File: config.mk
export PLATFORM = sky130hd
export DESIGN_NAME = reg_pipe_chain_flat
export DESIGN_NICKNAME = d
export VERILOG_FILES = /design/src/rtl/reg_pipe_chain_if.sv /design/src/rtl/reg_pipe_chain.sv /design/src/flat_wrapper.sv
export SDC_FILE = /design/constraint.sdc
export NUM_CORES = 1
export LEC_CHECK = 0
export CAP_MARGIN = 0
export CORE_ASPECT_RATIO = 1.75
export CORE_MARGIN = 2
export CORE_UTILIZATION = 39
export DETAILED_ROUTE_END_ITERATION = 16
export PLACE_DENSITY = 0.65
export SLEW_MARGIN = 40
export SYNTH_ARGS = -nofsm -noshare
export SYNTH_HDL_FRONTEND = slang
export SYNTH_SLANG_ARGS = --single-unit
File: constraint.sdc
create_clock -name clk -period 3.62 [get_ports clk]
set_input_delay 1.086 -clock clk [delete_from_list [all_inputs] [get_ports clk]]
set_output_delay 1.086 -clock clk [all_outputs]
set_load 0.05 [all_outputs]
File: src/rtl/reg_pipe_chain_if.sv
`default_nettype none
// ============================================================================
// Module      : reg_pipe_chain_if
// Description : Upstream/downstream valid-ready bundle for reg_pipe_chain.
// Revision    : 1.0 - initial release
// ============================================================================
interface reg_pipe_chain_if #(
  parameter int WIDTH = 8
);
  logic             in_valid;
  logic             in_ready;
  logic [WIDTH-1:0] in_data;
  logic             out_valid;
  logic             out_ready;
  logic [WIDTH-1:0] out_data;

  // master: the environment around the chain (producer and consumer)
  modport master (
    output in_valid, in_data, out_ready,
    input  in_ready, out_valid, out_data
  );

  // slave: the chain itself
  modport slave (
    input  in_valid, in_data, out_ready,
    output in_ready, out_valid, out_data
  );
endinterface
`default_nettype wire

File: src/rtl/reg_pipe_chain.sv
`default_nettype none
// ============================================================================
// Module      : reg_pipe_chain
// Description : DEPTH-stage valid/ready register chain with bubble collapse,
//               synchronous flush and programmable reset value.
// Revision    : 1.0 - initial release
// ============================================================================
module reg_pipe_chain #(
  parameter int               WIDTH   = 8,
  parameter int               DEPTH   = 4,
  parameter logic [WIDTH-1:0] RST_VAL = '0,
  localparam int              OCC_W   = $clog2(DEPTH + 1)
) (
  input  wire logic              clk,
  input  wire logic              reset,
  input  wire logic              flush,
  reg_pipe_chain_if.slave        bus,
  output logic [OCC_W-1:0]       occupancy
);

  localparam logic [OCC_W-1:0] C_OCC_ONE = OCC_W'(1);

  logic [DEPTH-1:0] r_v;
  logic [WIDTH-1:0] r_d [DEPTH];
  logic [OCC_W-1:0] r_occ;

  logic [DEPTH-1:0] w_rdy;
  logic [DEPTH-1:0] w_src_v;
  logic [WIDTH-1:0] w_src_d [DEPTH];
  logic             w_push;
  logic             w_pop;

  // Closed form of rdy[i] = !v[i] | rdy[i+1]: a stage is blocked only when it
  // and every stage downstream of it is full and the consumer is stalled.
  for (genvar i = 0; i < DEPTH; i++) begin : g_stage
    assign w_rdy[i] = bus.out_ready | ~(&r_v[DEPTH-1:i]);
    if (i == 0) begin : g_head
      assign w_src_v[i] = bus.in_valid & ~flush;
      assign w_src_d[i] = bus.in_data;
    end else begin : g_body
      assign w_src_v[i] = r_v[i-1];
      assign w_src_d[i] = r_d[i-1];
    end
  end

  assign bus.in_ready  = w_rdy[0] & ~flush;
  assign bus.out_valid = r_v[DEPTH-1];
  assign bus.out_data  = r_d[DEPTH-1];
  assign occupancy     = r_occ;

  assign w_push = bus.in_valid & bus.in_ready;
  assign w_pop  = r_v[DEPTH-1] & bus.out_ready;

  always_ff @(posedge clk) begin
    if (reset || flush) begin
      r_v <= '0;
      for (int i = 0; i < DEPTH; i++) begin
        r_d[i] <= RST_VAL;
      end
    end else begin
      for (int i = 0; i < DEPTH; i++) begin
        if (w_rdy[i]) begin
          r_v[i] <= w_src_v[i];
          if (w_src_v[i]) begin
            r_d[i] <= w_src_d[i];
          end
        end
      end
    end
  end

  always_ff @(posedge clk) begin
    if (reset || flush) begin
      r_occ <= '0;
    end else if (w_push && !w_pop) begin
      r_occ <= r_occ + C_OCC_ONE;
    end else if (w_pop && !w_push) begin
      r_occ <= r_occ - C_OCC_ONE;
    end
  end

endmodule
`default_nettype wire

File: src/flat_wrapper.sv
// flat-port wrapper written by rule: the top's interface ports become plain ports
module reg_pipe_chain_flat 
#(
  parameter int               WIDTH   = 8,
  parameter int               DEPTH   = 4,
  parameter logic [WIDTH-1:0] RST_VAL = '0,
  localparam int              OCC_W   = $clog2(DEPTH + 1)
)
  (clk, reset, flush, occupancy, bus_in_valid, bus_in_data, bus_out_ready, bus_in_ready, bus_out_valid, bus_out_data);
  reg_pipe_chain_if #(.WIDTH(WIDTH)) bus_i ();
  input  wire logic clk;
  input  wire logic reset;
  input  wire logic flush;
  output logic [OCC_W-1:0] occupancy;
  input wire logic [$bits(bus_i.in_valid)-1:0] bus_in_valid;
  input wire logic [$bits(bus_i.in_data)-1:0] bus_in_data;
  input wire logic [$bits(bus_i.out_ready)-1:0] bus_out_ready;
  output wire logic [$bits(bus_i.in_ready)-1:0] bus_in_ready;
  output wire logic [$bits(bus_i.out_valid)-1:0] bus_out_valid;
  output wire logic [$bits(bus_i.out_data)-1:0] bus_out_data;
  assign bus_i.in_valid = bus_in_valid;
  assign bus_i.in_data = bus_in_data;
  assign bus_i.out_ready = bus_out_ready;
  assign bus_in_ready = bus_i.in_ready;
  assign bus_out_valid = bus_i.out_valid;
  assign bus_out_data = bus_i.out_data;
  reg_pipe_chain #(.WIDTH(WIDTH), .DEPTH(DEPTH), .RST_VAL(RST_VAL)) u_core (.clk(clk), .reset(reset), .flush(flush), .bus(bus_i), .occupancy(occupancy));
endmodule
==> flow_metrics.py <==
metrics = {
    "clocking": {
        "path_clk_slew_ns": 0.07,
        "clock-sinks": 39,
        "clkLatencyLatePin_ns": 0.28,
        "cts_buffer_depth": 2,
        "cts_hold_buf": 0,
        "cts_setup_buffers": 0,
        "clockRootBuffer": "clkbuf_8",
        "numCtsBuffers": 5,
        "ctsResizeCount": 0,
        "tritoncts": "yes",
        "cts_max_level": 2,
    },
    "global_route": {
        "antenna_found_initial": 0,
        "grt_pass1_wl_um": 3660,
        "grt_pass1_vias": 904,
        "overflow": 0,
        "grt_max_degree": 12,
        "grt_usage": 0.110,
    },
    "die": {
        "coreArea_um2": 3900,
        "die_area_um2": 4640,
        "rows": 30,
        "die_height_um": 88.6,
        "initial_core_util": 0.409,
        "io_pins": 26,
        "die_w_um": 52.4,
    },
    "layout": {
        "n_antenna_cell": 0,
        "area_delta_synth_final_pct": 27.7,
        "fin_nets": 161,
        "num-fill-cells": 341,
        "layout-drive-gt1-share": 0.130,
        "final_core_util": 0.522,
    },
    "status": {
        "status": "finished clean",
    },
    "timing": {
        "maxSlewViolCount": 0,
        "fmax_mhz": 291,
        "holdWs_ns": 0.505,
        "hold_viol": 0,
        "rsz0062_at_grt": "false",
        "fin_crit_sh": 0.949,
        "relSlewSlack": 0.670,
        "tightestPinTransition_ns": 0.493,
        "setup_violations": 0,
        "finalCriticalPeriod_ns": 3.44,
        "fin_worst_skew_ns": 0.00864,
        "setup_tns_ns": 0,
    },
    "setup_path": {
        "end_kind": "output port",
        "path_delay_family": "buffers and inverters",
        "ff2ff_setup_slack_ns": 1.42,
        "crit_arrival_ns": 2.35,
        "worst_path_largest_cell_delay_ns": 0.45,
        "cp_data_required_time_ns": 2.53,
        "slowest_stage": "clkdlybuf4s50_1",
        "cp-start-kind": "primary input",
        "path_class": "in -> out",
        "crit_chain": "clkdlybuf4s50_1 > and4b_4 > a21oi_1 > buf_4 > buf_12",
        "path_buf_inv": 3,
        "cp_max_fo": 6,
    },
    "logic_synthesis": {
        "netlist_instances": 111,
        "yosysMostFrequentCell": "and2_1",
        "synth_fp_nets": 126,
        "synthTopCellsByCount": "and2_1 (33), edfxtp_1 (32), nor2_1 (10)",
        "synth_largest_area_cell": "edfxtp_1",
        "avgSynthCellArea_um2": 14.4,
        "synth_warnings": 0,
        "yosys.area.top_type_share": 0.602,
        "syn-cell-area_um2": 1600,
        "synth_seq_area_share": 0.690,
        "yosysUniqueCellTypes": 22,
        "synth-edff-count": 32,
        "ys_top_cells_by_area": "edfxtp_1 (60%), and2_1 (13%), dfxtp_1 (8.8%)",
        "synth-main-ff-cell": "edfxtp_1",
        "async_flop_share": 0,
        "ys_ff_latch": 39,
    },
    "detailed_routing": {
        "via_per_inst": 4.60,
        "wl_per_cell_um": 10.8,
        "ant_nets": 0,
        "drt_pre_antenna_iters": 2,
        "first_iter_violations": 11,
        "route.detailed.drc": 0,
        "num_vias": 893,
        "drt_wl_total_um": 2100,
    },
    "pwr": {
        "vdd_drop_max_mv": 0.310,
        "p_per_area_nw_per_um2": 453,
        "leakagePower_uw": 0.000773,
    },
    "place": {
        "io_buffers": 25,
        "dp_hpwl_um": 1610,
        "finalWeightedCongestion": 0.692,
    },
    "run": {
        "drv_cap": 0,
    },
    "hold_path": {
        "hold_path.class": "reg -> reg",
    },
}
==> cell usage in the layout (no fill, tap or decap), drive strengths merged <==
cell type,count
fa,1
mux2i,1
clkdlybuf4s50,24
nand2,1
inv,5
nor3,3
a21o,1
dfxtp,7
and4b,1
and3b,1
clkbuf,6
buf,5
xor2,2
nor2,10
ha,1
a21oi,3
edfxtp,32
or3,1
and2b,1
and2,33
a2111oi,1
or2,1
o21ai,4
bufinv,1
==> worst paths after layout <==
path | from | to | cells past startpoint
worst max-delay path | bus_out_ready | bus_in_ready | 5
worst max register to register | u_core.r_v[3]$_SDFFE_PP0N_ | u_core.occupancy[2]$_SDFFE_PP0P_ | 9
worst min-delay path | u_core.r_v[1]$_SDFFE_PP0N_ | u_core.r_v[2]$_SDFFE_PP0N_ | 2
worst min register to register | u_core.r_v[1]$_SDFFE_PP0N_ | u_core.r_v[2]$_SDFFE_PP0N_ | 2
==> power breakdown <==
group,switching [uW],internal [uW],leakage (uW)
combinational,42.1,33.0,0.000308
clock,137,202,0.0000513
sequential,5.73,505,0.000414
==> registers in the layout, summed over array words and instances, names as in the netlist <==
| name | cells |
|---|---|
| u_core.occupancy | 3 |
| u_core.r_v | 4 |
| u_core.r_d | 32 |
==> cell type report <==
| cell class | count | area (um^2) | area share |
|---|---|---|---|
| clock inverter | 1 | 30.0 | 0.0147 |
| sequential | 39 | 1100 | 0.540 |
| inverter | 5 | 18.8 | 0.00921 |
| timing repair buffer | 29 | 290 | 0.142 |
| multi-input combinational | 66 | 465 | 0.228 |
| tap | 48 | 60.1 | 0.0295 |
| clock buffer | 6 | 72.6 | 0.0356 |
==> routing by layer <==
layer,vias to the layer above,global-route usage,wire (um)
li1,449,-,-
met4,0,0.0513,43
met5,-,0,0
met3,6,0.0456,114
met2,26,0.215,1270
met1,412,0.0884,668
==> stage by stage <==
stage | setup slack [ns] | cell area (um^2) | total power, uW | std cells
after floorplan | 0.000847 | 1600 | 562 | 111
after global placement | 0.194 | 1940 | 593 | 187
after detailed placement | 0.117 | 1940 | 596 | 187
after CTS | 0.175 | 2040 | 935 | 194
after global routing | 0.149 | 2040 | 959 | 194
final | 0.185 | 2040 | 924 | 194
==> worst register-to-register path, stage by stage, from the launching register on <==
cell and delay [ns]:
dfxtp_1 0.35, and4b_4 0.23, a21oi_1 0.18, and2_1 0.15, ha_1 0.17, inv_1 0.06, fa_1 0.37, xor2_1 0.16
or3_1 0.30, a21oi_1 0.15
==> kinds of logic after synthesis <==
| group | Yosys count | synth area share |
|---|---|---|
| flops | 39 | 0.690 |
| fa+ha+maj | 2 | 0.0204 |
| mux | 1 | 0.00627 |
| simple gates | 52 | 0.210 |
| compound gates | 9 | 0.0439 |
| xor+xnor | 2 | 0.0110 |
| buf+inv | 6 | 0.0188 |
(Power assumes the default switching activity.)
